$ cat config.mk
export PLATFORM = sky130hd
export DESIGN_NAME = demux1x4_stream
export DESIGN_NICKNAME = d
export VERILOG_FILES = /design/src/rtl/demux_pkg.sv /design/src/rtl/demux_slot.sv /design/src/rtl/demux1x4_stream.sv
export SDC_FILE = /design/constraint.sdc
export NUM_CORES = 1
export LEC_CHECK = 0
export ABC_AREA = 0
export ABC_CLOCK_PERIOD_IN_PS = 1960
export BUFFER_PORTS_ARGS = -buffer_cell sky130_fd_sc_hd__buf_2
export CELL_PAD_IN_SITES_DETAIL_PLACEMENT = 1
export CELL_PAD_IN_SITES_GLOBAL_PLACEMENT = 1
export CORE_MARGIN = 4
export CORE_UTILIZATION = 40
export CTS_CLUSTER_SIZE = 40
export DETAILED_ROUTE_END_ITERATION = 7
export GPL_TIMING_DRIVEN = 1
export PLACE_DENSITY_LB_ADDON = 0.1
export SLEW_MARGIN = 10
export SYNTH_ARGS = -nofsm -noshare
export SYNTH_HDL_FRONTEND = slang
export SYNTH_HIERARCHICAL = 1
export SYNTH_SLANG_ARGS = --single-unit
export TNS_END_PERCENT = 1
$ cat constraint.sdc
create_clock -name clk -period 1.96 [get_ports clk]
set_clock_uncertainty 0.15 [all_clocks]
set_input_delay 0.294 -clock clk [delete_from_list [all_inputs] [get_ports clk]]
set_output_delay 0.294 -clock clk [all_outputs]
set_load 0.02 [all_outputs]
$ cat src/rtl/demux_pkg.sv
// Shared definitions for the 1x4 stream demultiplexer: slot state encoding,
// channel count and per-channel transfer counter width.
package demux_pkg;

    typedef enum logic {
        EMPTY = 1'b0,
        FULL  = 1'b1
    } slot_state_e;

    localparam int NCH   = 4;
    localparam int CNT_W = 8;

endpackage

$ cat src/rtl/demux_slot.sv
// One-entry channel register: load wins over take, so a same-cycle take and
// load stays FULL with the new payload and leaves no bubble.
module demux_slot
    import demux_pkg::*;
#(
    parameter int WIDTH = 8
) (
    input  logic             clk,
    input  logic             rst,
    input  logic             load,
    input  logic [WIDTH-1:0] load_data,
    input  logic             take,
    output logic [WIDTH-1:0] data,
    output logic             valid
);

    slot_state_e state;

    always_ff @(posedge clk or posedge rst) begin
        if (rst) begin
            state <= EMPTY;
            data  <= '0;
        end else if (load) begin
            state <= FULL;
            data  <= load_data;
        end else if (take) begin
            state <= EMPTY;
        end
    end

    assign valid = (state == FULL);

endmodule

$ cat src/rtl/demux1x4_stream.sv
// Valid/ready 1-to-4 stream demultiplexer with an independent one-entry slot
// per channel. Define DEMUX_CNT_EN to add per-channel transfer counters (cnt).
module demux1x4_stream
    import demux_pkg::*;
#(
    parameter int WIDTH = 8
) (
    input  logic                 clk,
    input  logic                 rst,
    input  logic [WIDTH-1:0]     in_data,
    input  logic [1:0]           in_sel,
    input  logic                 in_valid,
    output logic                 in_ready,
    output logic [4*WIDTH-1:0]   out_data,
    output logic [3:0]           out_valid,
    input  logic [3:0]           out_ready,
`ifdef DEMUX_CNT_EN
    output logic                 busy,
    output logic [NCH*CNT_W-1:0] cnt
`else
    output logic                 busy
`endif
);

    logic [NCH-1:0] load;
    logic [NCH-1:0] take;

    // Only the addressed channel gates acceptance, so a stalled channel never
    // blocks traffic headed elsewhere.
    assign in_ready = !out_valid[in_sel] || out_ready[in_sel];
    assign busy     = |out_valid;

    for (genvar k = 0; k < NCH; k++) begin : g_ch
        assign load[k] = in_valid && in_ready && (in_sel == 2'(k));
        assign take[k] = out_valid[k] && out_ready[k];

        demux_slot #(
            .WIDTH(WIDTH)
        ) u_slot (
            .clk      (clk),
            .rst      (rst),
            .load     (load[k]),
            .load_data(in_data),
            .take     (take[k]),
            .data     (out_data[k*WIDTH +: WIDTH]),
            .valid    (out_valid[k])
        );
    end

`ifdef DEMUX_CNT_EN
    logic [NCH-1:0][CNT_W-1:0] cnt_q;

    always_ff @(posedge clk or posedge rst) begin
        if (rst) begin
            cnt_q <= '0;
        end else begin
            for (int k = 0; k < NCH; k++) begin
                if (take[k]) cnt_q[k] <= cnt_q[k] + 1'b1;
            end
        end
    end

    assign cnt = cnt_q;
`endif

endmodule
==> results.md, run 1 <==
Pwr:
- The net switching power of the design is approximately 930 uW.
- The sequential fraction of design power is between 40 and 50%.
- The total leakage power is 1.02 nW.
- Of the total power, the share spent switching nets is 35.2%.
- The clock network accounts for approximately 17% of the total power.
- The internal power consumption is between 1.5 and 2 mW.
- The worst vdd rail ir drop is about 0.00055 V.
- The total power is 2.65 mW.
- Dividing total power by cell area gives a power density of approximately 1300 nW/um^2.
- Combinational cells account for between 40% and 50% of the total power.

Clock tree:
- The buffer type at the clock tree root is sky130_fd_sc_hd__clkbuf_8.
- The post-CTS clock slew at the launch and capture registers of the worst setup and hold paths is 0.06 ns.
- The number of buffers inserted by post-CTS setup repair is 0.
- The maximum level of the CTS H-tree is 2.
- The TritonCTS clock tree is done.
- The maximum root-to-sink buffer count is 2.
- CTS saw 36 sinks.
- Buffers inserted during clock tree synthesis total 5.
- The later pin in the worst-skew pair is clocked with a latency of about 0.27 ns.

Timing:
- The relative max-transition margin is 55.0%.
- Subtracting the final worst setup slack from the clock period gives 1.85 ns.
- The total count of hold-check failures in the final report is 0.
- The count of pins over their slew limit is 0.
- Static timing analysis puts the maximum clock frequency at 542 MHz.
- Setup repair after global routing left no endpoint under its margin.
- The post-route clock period utilization is 94.1%.
- On the final layout, the worst hold slack is about 0.16 ns.
- Setup violations remaining at the end of the flow were counted as 0.
- For the pin with the worst max-slew slack, the measured transition is 0.675 ns.
- The total negative slack is 0 ns.

Synth:
- The synthesized netlist contains 13 unique library cells.
- After synthesis, the mean cell area works out to 16.5 sq um.
- The number of warnings printed during yosys synthesis is 6.
- The synthesized netlist occupies a cell area of 1610 sq um.
- Sorting the synthesized cells by area gives the leading types as sky130_fd_sc_hd__dfrtp_1 56%, sky130_fd_sc_hd__mux2_4 30%, sky130_fd_sc_hd__buf_6 2.8%, sky130_fd_sc_hd__a21o_2 2.2%, sky130_fd_sc_hd__inv_1 1.9%.
- The cell taking the most area after synthesis is sky130_fd_sc_hd__dfrtp_1.
- In the synthesized netlist, the number of instances is 98.
- When the netlist entered floorplanning its net count stood at about 120.
- The sequential element share of the synthesized area is 55.9%.
- Synthesis inferred 36 register bits.
- In this run the biggest area consumer among cell types represents between 50 and 60% of the synthesized area.

Global routing:
- Entering global routing, the biggest net connects 10 pins.
- The initial antenna violation count came to 0.
- The remaining global-route overflow is 0.
- The via count of the first global-routing pass was 1041.
- In the global route stage, overall resource usage came out at 15.1%.
- The first global-routing pass estimated 5810 microns of wire.

Worst setup path:
- The reg-to-reg critical path endpoint is g_ch[2].u_slot/data[3].
- In this run the worst setup path terminates at busy.
- STA classifies the critical path endpoint as an output port.
- For the worst setup path, the data arrival time is 1.40 ns.
- The worst register-to-register path has a depth of 3.
- In this run the register-to-register setup slack is between 0.1 and 0.15 ns.
- The peak fanout along the critical path is 5.
- The worst setup path is launched from a flip-flop.
- The critical path start-end classification is flip-flop to output port.
- The origin of the worst setup path is g_ch[0].u_slot/valid.
- The startpoint identified for the worst register-to-register timing path is g_ch[2].u_slot/valid.
- Data on the critical path is required at its endpoint by 1.52 ns.

Layout:
- Fill cells in the final layout number 384.
- After the last flow step, the layout net total stands at 174.
- Summing all multi-input logic gate instances after layout gives 652 sq um.
- The antenna cell count is 0.
- Of the cells placed in the final design, the portion with a size suffix greater than 1 is between 60% and 70%.
- The synthesis-to-layout area growth is 24.0%.
- The post-layout instance count excluding filler cells is roughly 200.
- In the final layout, flip-flops and latches occupy 901 sq um.

Drt:
- The count of nets left with antenna violations once routing finished came out at 0.
- For this block, the via count after detailed routing is 975.
- The detailed-route wire length per cell is roughly 18 microns.
- The number of DRC markers after the initial detailed-route iteration is 32.
- The post-detailed-route DRC marker count is 0.
- After detailed routing, the total wire length is 3670 microns.
- The number of vias per cell is 4.80.
- The first-pass detailed-route iteration total is 3.

Floorplanning:
- The floorplan step defined a core boundary enclosing 3770 sq um.
- The x dimension of the die is about 70 microns.
- The total die area is 5110 sq um.
- In this run the core area contains 22 standard-cell rows.
- From bottom edge to top edge, the die measures just over 70 microns.
- The initial utilization of the core area, before any placement, comes to between 40% and 50%.
- Pin placement for this block handled 55 I/O pins.

Min path:
- The worst hold path belongs to the class input port to flip-flop.

Status:
- The run finished with clean final reports.

Placement:
- During placement, the flow inserted port buffers numbering 54.
- The cell count after placement is 197.
- Detailed placement finished with a half-perimeter wire length of 2780 microns.
- At the end of routability-driven placement, the weighted congestion stood at 0.716.

Run:
- The max-capacitance violation count is 0.
-- sequential cells by signal, indices dropped and copies added (netlist names) --
name,count
g_ch.u_slot/valid,4
g_ch.u_slot/data,32
-- synth_stat cells --
cell type / count
sky130_fd_sc_hd__dfrtp_1: 36
sky130_fd_sc_hd__mux2_4: 32
sky130_fd_sc_hd__inv_1: 8
sky130_fd_sc_hd__a21o_2: 4
sky130_fd_sc_hd__buf_6: 4
sky130_fd_sc_hd__nand2b_1: 4
sky130_fd_sc_hd__and2_1: 3
sky130_fd_sc_hd__and4b_1: 2
sky130_fd_sc_hd__and2_2: 1
sky130_fd_sc_hd__and4_2: 1
sky130_fd_sc_hd__mux4_2: 1
sky130_fd_sc_hd__nor4bb_1: 1
sky130_fd_sc_hd__or4_1: 1
-- per-layer routing --
layer	vias up	wire, microns	global-route usage (%)
met5	-	0	0
met4	0	25	3.13
met3	2	210	4.21
met2	34	1720	24.0
met1	491	1720	20.6
li1	448	-	-
-- stage by stage --
stage          util (%)  instance area (sq um)  setup WS (ns)
2_1_floorplan         -                   1610          0.371
3_3_place_gp       50.9                   1920          0.190
3_5_place_dp       50.9                   1920          0.104
4_1_cts            53.0                   2000         0.0914
5_1_grt            53.0                   2000         0.0481
6_report           53.0                   2000          0.115
-- worst min-delay path by stage --
stage	slack, ns	startpoint	endpoint	cells after the start
final	0.16	in_data[7]	g_ch[1].u_slot/data[7]	2
after global routing	0.15	in_data[7]	g_ch[3].u_slot/data[7]	2
after CTS	0.15	in_data[7]	g_ch[1].u_slot/data[7]	2
after detailed placement	0.16	rst	g_ch[1].u_slot/data[7]	2
after global placement	0.16	rst	g_ch[1].u_slot/data[2]	2
after floorplan	-0.03	rst	g_ch[0].u_slot/data[0]	1
-- cell type report --
| type | instances | area share [%] |
|---|---|---|
| clock buffer | 5 | 3.44 |
| sequential | 36 | 45.1 |
| tap | 48 | 3.00 |
| multi-input combinational | 50 | 32.6 |
| timing repair buffer | 56 | 14.4 |
| inverter | 8 | 1.50 |
-- power by group through the flow --
stage | Clock [mW] | Sequential, mW | Combinational [mW]
after floorplan | 0 | 1.41 | 0.431
after global placement | 0 | 1.13 | 1.06
after detailed placement | 0 | 1.14 | 1.08
after CTS | 0.467 | 1.14 | 1.08
after global routing | 0.512 | 1.17 | 1.13
final | 0.446 | 1.14 | 1.06
-- cell usage in the layout, fill, tap and decap left out --
cell / synthesis / final
sky130_fd_sc_hd__a21o_2: 4 / 4
sky130_fd_sc_hd__and2_1: 3 / 3
sky130_fd_sc_hd__and2_2: 1 / 1
sky130_fd_sc_hd__and4_2: 1 / 1
sky130_fd_sc_hd__and4b_1: 2 / 2
sky130_fd_sc_hd__buf_2: 0 / 54
sky130_fd_sc_hd__buf_4: 0 / 1
sky130_fd_sc_hd__clkbuf_8: 0 / 5
sky130_fd_sc_hd__dfrtp_1: 36 / 36
sky130_fd_sc_hd__dlygate4sd3_1: 0 / 1
sky130_fd_sc_hd__inv_1: 8 / 8
sky130_fd_sc_hd__mux2_4: 32 / 32
sky130_fd_sc_hd__mux4_2: 1 / 1
sky130_fd_sc_hd__nand2b_1: 4 / 4
sky130_fd_sc_hd__nor4bb_4: 0 / 1
sky130_fd_sc_hd__or4_1: 1 / 1
-- kinds of logic after synthesis --
group	Yosys count	share of synthesized area, %
flip-flops	36	55.9
AND/OR/NAND/NOR	13	6.13
AO/OA/AOI/OAI	4	2.17
multiplexers	33	31.2
buffers and inverters	12	4.65
-- worst max-delay path, stage by stage, from the launching register on --
cell                      delay, ns
sky130_fd_sc_hd__dfrtp_1       0.42
sky130_fd_sc_hd__or4_1         0.54
sky130_fd_sc_hd__buf_2         0.18
-- repair_timing --
action                    in CTS  in global routing
hold buffers                   1                  0
hold endpoints to repair      36                  0
resized for setup              0                  0
No activity file was read; power rests on OpenSTA's default activity.
==> inputs of run 2 (changes only) <==
--- a/config.mk
+++ b/config.mk
@@ -5,13 +5,13 @@
 export SDC_FILE = /design/constraint.sdc
 export NUM_CORES = 1
 export LEC_CHECK = 0
-export ABC_AREA = 0
+export ABC_AREA = 1
 export ABC_CLOCK_PERIOD_IN_PS = 1960
 export BUFFER_PORTS_ARGS = -buffer_cell sky130_fd_sc_hd__buf_2
 export CELL_PAD_IN_SITES_DETAIL_PLACEMENT = 1
 export CELL_PAD_IN_SITES_GLOBAL_PLACEMENT = 1
 export CORE_MARGIN = 4
-export CORE_UTILIZATION = 40
+export CORE_UTILIZATION = 34
 export CTS_CLUSTER_SIZE = 40
 export DETAILED_ROUTE_END_ITERATION = 7
 export GPL_TIMING_DRIVEN = 1
==> results.md, run 2 <==
Placement:
- The post-place instance area is 1870 sq um (-2.5%).
- The count of buffers from port buffering came to 54 (unchanged).
- The cell count after placement is 303 (+54%).
- The half-perimeter wire length after placement is 3350 microns (+20%).
- The routability-driven placement congestion ratio is 0.790 (+10%).

Floorplanning:
- The floorplan die height was 75.7 microns (+5.8%).
- The number of top-level pins came to 55 (unchanged).
- The placeable core region is 4380 sq um (+16%).
- The starting density of the core is 35.5% (-7.3 points).
- The total die area was 5720 sq um (+12%).
- The x dimension of the die was 75.7 microns (+5.8%).
- The number of rows created at floorplan is 24 (+9.1%).

Layout:
- The post-layout net count was 276 (+59%).
- The final design instance area without fill is 1970 sq um (-1.3%).
- The final standard cell utilization of the core is 45.0% (-8.0 points).
- The post-layout instance count excluding filler cells is 312 (+54%).
- Compared with the post-synthesis result, the final layout area differs by 26.8%.
- Leaving out fill and tap cells, the most frequent cells in the layout are 124 x sky130_fd_sc_hd__nand2_1, 54 x sky130_fd_sc_hd__buf_2, 36 x sky130_fd_sc_hd__dfrtp_1.
- The commonest non-fill, non-tap cell in the layout is sky130_fd_sc_hd__nand2_1.
- The flip-flop count of the largest register, all copies and words added came to 32 (unchanged).
- The register with the most flip-flops is g_ch.u_slot/data.
- The share of layout cells above drive strength 1 is 28.8% (-36 points).
- The antenna cell count is 0 (unchanged).

Clock tree:
- The post-CTS clock slew at the launch and capture registers of the worst setup and hold paths is 0.07 ns (about the same).
- The tree is rooted in a sky130_fd_sc_hd__clkbuf_8.
- The total CTS buffers is 5 (unchanged).
- The maximum level of the CTS H-tree is 2 (unchanged).
- The TritonCTS clock tree is done.
- The clock latency on the worst-skew pair was 0.28 ns (about the same).
- The clock sink count is 36 (unchanged).
- The maximum root-to-sink buffer count is 2 (unchanged).

Global routing:
- The pin count of the biggest net entering global routing is 11 (+1).
- The via count of the first global-routing pass came to 1440 (+38%).
- The initial antenna violation count is 0 (unchanged).
- The total global routing track utilization was 16.7% (+1.7 points).
- The remaining global-route overflow is 0 (unchanged).
- The global-route wire length before repair is 6930 microns (+19%).

Worst setup path:
- The worst endpoint data arrival time came to 1.70 ns (+0.30 ns).
- The worst setup path is of the flip-flop to flip-flop kind.
- The peak fanout along the critical path is 9 (+4).
- The required time at the worst-slack endpoint came to 1.99 ns (+0.47 ns).
- The type of element launching the critical path is a flip-flop.
- The type of element capturing the critical path is a flip-flop.

Synth:
- By instance count, the leading cell after synthesis is sky130_fd_sc_hd__nand2_1.
- The number of warnings printed during yosys synthesis came to 6 (unchanged).
- The number of nets produced by synthesis is 214 (+86%).
- The gate count of the mapped netlist is 197 (+100%).
- After synthesis, the cell types taking the most area are sky130_fd_sc_hd__dfrtp_1 58%, sky130_fd_sc_hd__nand2_1 30%, sky130_fd_sc_hd__buf_6 3.6%, sky130_fd_sc_hd__inv_1 3.1%, sky130_fd_sc_hd__inv_2 1.4%.
- The async set-or-reset flop fraction in the synthesized netlist is 100% (unchanged).
- The fraction of the mapped netlist area in adder cells is 0% (unchanged).
- The leading register cell type out of synthesis is sky130_fd_sc_hd__dfrtp_1.
- The share of synthesized area spent on multiplexers is 0% (-31 points).
- The main combinational cell family by area after synthesis is simple AND/OR/NAND/NOR gates.
- The number of enable flip-flop cells after synthesis came to 0 (unchanged).
- The cell area after technology mapping came to 1560 sq um (-3.5%).
- The synthesized flop and latch total is 36 (unchanged).
- The sequential element share of the synthesized area is 57.9% (+2.0 points).
- The compound-gate portion of the synthesized area is 0% (-2.2 points).
- The fraction of synthesized cell area taken by the top area cell type is 57.9% (+2.0 points).
- The simple-gate share of the synthesized area is 33.9% (+28 points).
- The synthesized-area fraction occupied by xor and xnor cells came to 0% (unchanged).
- Of all cell types, the one taking the most synthesized area is sky130_fd_sc_hd__dfrtp_1.
- Sorting the synthesized cells by how often they occur yields 124 x sky130_fd_sc_hd__nand2_1, 36 x sky130_fd_sc_hd__dfrtp_1, 13 x sky130_fd_sc_hd__inv_1.
- The post-synthesis average cell area came to 7.90 sq um (-52%).
- The number of distinct library cells after synthesis is 9 (-4).

Timing:
- The slew at the pin closest to its max-slew limit is 0.367 ns (-0.308 ns).
- The total negative slack is 0 ns (unchanged).
- The post-route clock period utilization is 85.1% (-9.0 points).
- The final period demand of the worst path came to 1.67 ns (-0.177 ns).
- The total count of hold-check failures in the final report is 0 (unchanged).
- The final-report setup violation count is 0 (unchanged).
- The relative max-transition margin was 75.5% (+21 points).
- The highest achievable clock rate is 599 MHz (+11%).
- The count of pins over their slew limit was 0 (unchanged).
- Setup repair after global routing left no endpoint under its margin.

Pwr:
- The total leakage power is 1.21 nW (+18%).
- The worst vdd rail ir drop came to 0.000577 V (+5.5%).
- The total power is 2.48 mW (-6.2%).
- The total power density per cell area is 1260 nW/um^2 (-5.0%).

Drt:
- The number of DRC markers after the initial detailed-route iteration is 48 (+50%).
- The detailed-route wire length per cell is 14.1 microns (-22%).
- The final wirelength is 4380 microns (+19%).
- The post-route antenna net violation count is 0 (unchanged).
- The number of vias in the routed layout is 1424 (+46%).
- The first-pass detailed-route iteration total was 4 (+1).
- The number of vias per cell is 4.56 (-5.0%).
- The post-detailed-route DRC marker count is 0 (unchanged).

Run:
- The max-capacitance violation count came to 0 (unchanged).

Status:
- The run finished with clean final reports.

Min path:
- The kind of path behind the tightest hold check is input port to flip-flop.
run 2: where the power goes:
group / total, mW / switching [mW] / leakage [nW] / internal (mW)
Clock: 0.547 / 0.260 / 0.0455 / 0.287
Combinational: 0.855 / 0.576 / 0.718 / 0.280
Sequential: 1.08 / 0.132 / 0.448 / 0.948
run 2: path summary, 6_finish.rpt:
check | cells past startpoint | startpoint | end | slack [ns]
worst max-delay path | 10 | g_ch[1].u_slot/valid | g_ch[1].u_slot/data[0] | 0.29
worst min-delay path | 3 | in_data[3] | g_ch[0].u_slot/data[3] | 0.13
worst max register to register | 10 | g_ch[1].u_slot/valid | g_ch[1].u_slot/data[0] | 0.29
worst min register to register | 2 | g_ch[2].u_slot/data[7] | g_ch[2].u_slot/data[7] | 0.32
max in group asynchronous | 3 | rst | g_ch[0].u_slot/data[3] | 0.99
min in group asynchronous | 3 | rst | g_ch[3].u_slot/data[2] | 0.41
run 2: cell type report:
cell class	count	area (sq um)
fill	580	2410
sequential	36	901
multi-input combinational	137	528
timing repair buffer	60	318
clock buffer	8	90.1
inverter	19	71.3
tap	52	65.1
run 2: routing by layer:
metal  vias up  wire, microns  GRT usage (%)
li1        699              -              -
met1       680           2000           22.0
met2        37           2030           26.5
met3         8            271           4.09
met4         0             80           6.80
met5         -              0              0
run 2: metrics by stage:
step / setup WS [ns] / hold WS [ns]
6_report: 0.292 / 0.134
5_1_grt: 0.107 / 0.144
4_1_cts: 0.269 / 0.138
3_5_place_dp: 0.182 / 0.172
3_3_place_gp: 0.253 / 0.167
2_1_floorplan: 0.383 / -0.0281
run 2: worst max-delay path, cell delays in order (launching register included):
cell	delay, ns
sky130_fd_sc_hd__dfrtp_1	0.43
sky130_fd_sc_hd__nand2_1	0.09
sky130_fd_sc_hd__nand2_1	0.05
sky130_fd_sc_hd__nand2_1	0.05
sky130_fd_sc_hd__nand2_1	0.06
sky130_fd_sc_hd__nand2_2	0.08
sky130_fd_sc_hd__nand2_2	0.07
sky130_fd_sc_hd__nor2_1	0.29
sky130_fd_sc_hd__inv_2	0.16
sky130_fd_sc_hd__nand2_1	0.09
sky130_fd_sc_hd__nand2_1	0.05
run 2: timing repair:
action | CTS | global route
buffers inserted | 0 | 0
hold endpoints to repair | 36 | 0
hold buffers | 1 | 0
endpoints found under the setup margin | 0 | 0
resized for setup | 0 | 0
run 2: cells by family (layout without fill, tap and decap cells):
family                 count (synthesis)  in the layout
DFF                                   36             36
buffers and inverters                 24             87
and+or+nand+nor                      137            137
==> inputs of run 3 (changes only) <==
--- a/config.mk
+++ b/config.mk
@@ -7,7 +7,7 @@
 export LEC_CHECK = 0
 export ABC_AREA = 1
 export ABC_CLOCK_PERIOD_IN_PS = 1960
-export BUFFER_PORTS_ARGS = -buffer_cell sky130_fd_sc_hd__buf_2
+export BUFFER_PORTS_ARGS = -buffer_cell sky130_fd_sc_hd__buf_4
 export CELL_PAD_IN_SITES_DETAIL_PLACEMENT = 1
 export CELL_PAD_IN_SITES_GLOBAL_PLACEMENT = 1
 export CORE_MARGIN = 4
==> results.md, run 3 (same netlist as run 2, synthesis figures left out) <==
Timing:
- The total negative slack is 0 ns (unchanged).
- The final period demand of the worst path was 1.74 ns (+0.0680 ns).
- Setup repair after global routing left no endpoint under its margin.
- The relative max-transition margin was 76.2% (+0.70 points).
- The total count of hold-check failures in the final report is 0 (unchanged).
- The highest achievable clock rate is 576 MHz (-3.9%).
- The count of pins over their slew limit was 0 (unchanged).
- The final-report setup violation count is 0 (unchanged).
- The post-route clock period utilization is 88.6% (+3.5 points).
- The slew at the pin closest to its max-slew limit is 0.356 ns (-0.0105 ns).
- The final worst slack was 0.224 ns (-0.0680 ns).

Pwr:
- The sequential fraction of design power is 40.1% (-3.4 points).
- The worst vdd rail ir drop is 0.000445 V (-23%).
- The total power density per cell area is 1280 nW/um^2 (+2.0%).
- The switching portion of total power is 36.6% (-2.4 points).
- The portion of total power attributed to combinational logic was 36.2% (+1.7 points).
- The clock network fraction of design power is 23.7% (+1.7 points).
- The total leakage power is 1.26 nW (+3.7%).
- The net switching power of the design is 1.00 mW (+3.5%).
- The internal power consumption came to 1.73 mW (+14%).

Drt:
- The number of DRC markers after the initial detailed-route iteration is 44 (-8.3%).
- The number of vias per cell came to 4.43 (-2.9%).
- The post-detailed-route DRC marker count is 0 (unchanged).
- The number of vias in the routed layout is 1382 (-2.9%).
- The post-route antenna net violation count is 0 (unchanged).
- The detailed-route wire length per cell was 14.2 microns (+0.96%).
- The detailed route wirelength on metal3 is 316 microns (+17%).
- The wire length the detailed router placed on met1 is 1990 microns (-0.40%).
- The detailed router used layers up to and including met4.
- The first-pass detailed-route iteration total was 4 (unchanged).
- The wire length on met2 is 2100 microns (+3.0%).
- The final wirelength is 4430 microns (+0.96%).

Placement:
- The post-place setup slack came to 0.173 ns (-0.00831 ns).
- The half-perimeter wire length after placement is 3370 microns (+0.73%).
- The count of buffers from port buffering was 54 (unchanged).
- The routability-driven placement congestion ratio came to 0.830 (+5.1%).
- The post-place instance area is 2010 sq um (+7.2%).

Layout:
- The synthesis-to-layout area growth is 37.0%.
- The number of filler instances in the final layout is 563 (-2.9%).
- The total area of multi-input combinational cells came to 531 sq um (+0.47%).
- The register with the most flip-flops is g_ch.u_slot/data.
- The flip-flop count of the largest register, all copies and words added is 32 (unchanged).
- The final design instance area without fill is 2130 sq um (+8.1%).
- The area occupied by registers is 901 sq um (unchanged).
- The share of layout cells above drive strength 1 is 30.0% (+1.2 points).
- The top cell types in the final layout, fill and taps aside, are 124 x sky130_fd_sc_hd__nand2_1, 59 x sky130_fd_sc_hd__buf_4, 36 x sky130_fd_sc_hd__dfrtp_1.
- The commonest non-fill, non-tap cell in the layout is sky130_fd_sc_hd__nand2_1.
- The post-layout net count came to 276 (unchanged).
- The antenna cell count is 0 (unchanged).

Worst setup path:
- The required time at the worst-slack endpoint came to 1.99 ns (about the same).
- The most numerous cell type found on the critical path is sky130_fd_sc_hd__nand2_1.
- The peak fanout along the critical path is 9 (unchanged).
- The worst endpoint data arrival time is 1.77 ns (+0.07 ns).
- The critical path start-end classification is flip-flop to flip-flop.
- The type of element capturing the critical path is a flip-flop.
- The critical path's largest stage delay was 0.44 ns (about the same).
- The signal on the critical path passes through nand2_1 -> nand2_1 -> nand2_1 -> nand2_1 -> nand2_2 -> nand2_2 -> nor2_1 -> inv_2 -> nand2_1 -> nand2_1.
- The type of element launching the critical path is a flip-flop.
- The master of the slowest instance on the critical path is sky130_fd_sc_hd__dfrtp_1.

Global routing:
- The via count of the first global-routing pass was 1380 (-4.2%).
- The total global routing track utilization came to 17.6% (+0.88 points).
- The global-route wire length before repair was 7180 microns (+3.7%).
- The remaining global-route overflow came to 0 (unchanged).
- The initial antenna violation count is 0 (unchanged).
- The pin count of the biggest net entering global routing is 13 (+2).

Clock tree:
- The maximum root-to-sink buffer count was 2 (unchanged).
- The number of buffers inserted by post-CTS setup repair is 0 (unchanged).
- The TritonCTS clock tree is done.
- The clock sink count was 36 (unchanged).
- The clock latency on the worst-skew pair is 0.29 ns (about the same).
- The maximum level of the CTS H-tree was 2 (unchanged).
- The cell sitting at the root of the clock tree is a sky130_fd_sc_hd__clkbuf_8.
- The total CTS buffers is 5 (unchanged).
- The post-CTS clock slew at the launch and capture registers of the worst setup and hold paths is 0.08 ns (about the same).

Floorplanning:
- The starting density of the core came to 35.5% (unchanged).
- The placeable core region is 4380 sq um (unchanged).
- The total die area was 5720 sq um (unchanged).
- The x dimension of the die is 75.7 microns (unchanged).
- The number of top-level pins is 55 (unchanged).
- The floorplan die height is 75.7 microns (unchanged).
- The number of rows created at floorplan is 24 (unchanged).

Min path:
- The kind of path behind the tightest hold check is input port to flip-flop.

Run:
- The max-capacitance violation count is 0 (unchanged).

Status:
- The flow ran to the end, and the final reports show no timing, DRC or antenna violations.
## run 3: stage by stage
stage / total power [mW] / utilization [%] / std cells / hold WS, ns
2_1_floorplan: 1.62 / - / 197 / -0.0281
3_3_place_gp: 2.09 / 45.8 / 303 / 0.157
3_5_place_dp: 2.11 / 45.8 / 303 / 0.158
4_1_cts: 2.78 / 48.6 / 312 / 0.0984
5_1_grt: 2.92 / 48.6 / 312 / 0.101
6_report: 2.74 / 48.6 / 312 / 0.106
## run 3: repair_timing
action,4_1_cts,5_1_grt
endpoints found under the hold margin,36,0
setup endpoints to repair,0,2
resized for setup,0,1
hold buffers,1,0
## run 3: final timing paths
| check | from | to | slack, ns | cells after the start |
|---|---|---|---|---|
| worst max-delay path | g_ch[2].u_slot/valid | g_ch[3].u_slot/data[3] | 0.22 | 10 |
| worst min-delay path | in_data[3] | g_ch[0].u_slot/data[3] | 0.11 | 3 |
| worst max register to register | g_ch[2].u_slot/valid | g_ch[3].u_slot/data[3] | 0.22 | 10 |
| worst min register to register | g_ch[3].u_slot/data[0] | g_ch[3].u_slot/data[0] | 0.32 | 2 |
| max in group asynchronous | rst | g_ch[0].u_slot/data[4] | 1.00 | 3 |
| min in group asynchronous | rst | g_ch[2].u_slot/data[0] | 0.40 | 3 |
## run 3: area by class of cell
type	count	share of cell area, %
sequential	36	42.3
multi-input combinational	137	24.9
timing repair buffer	60	21.2
inverter	19	3.35
clock buffer	5	3.23
tap	52	3.05
clock inverter	3	2.00
## run 3: power by group through the flow
stage	Clock, mW	Sequential [mW]	Combinational [mW]
after global routing	0.703	1.13	1.09
after detailed placement	0	1.11	1.00
after floorplan	0	1.34	0.280
after global placement	0	1.11	0.980
after CTS	0.674	1.10	1.01
final	0.649	1.10	0.990
## run 3: metal layers
metal  up-vias  track usage (%)
li1        697                -
met1       645             23.7
met2        38             27.3
met3         2             5.15
met4         0             5.83
met5         -                0
## run 3: critical path: cells and delay by family (launching register included)
| family | cells | cell delay (ns) |
|---|---|---|
| flip-flops | 1 | 0.44 |
| buffers and inverters | 1 | 0.16 |
| AND/OR/NAND/NOR | 9 | 0.89 |
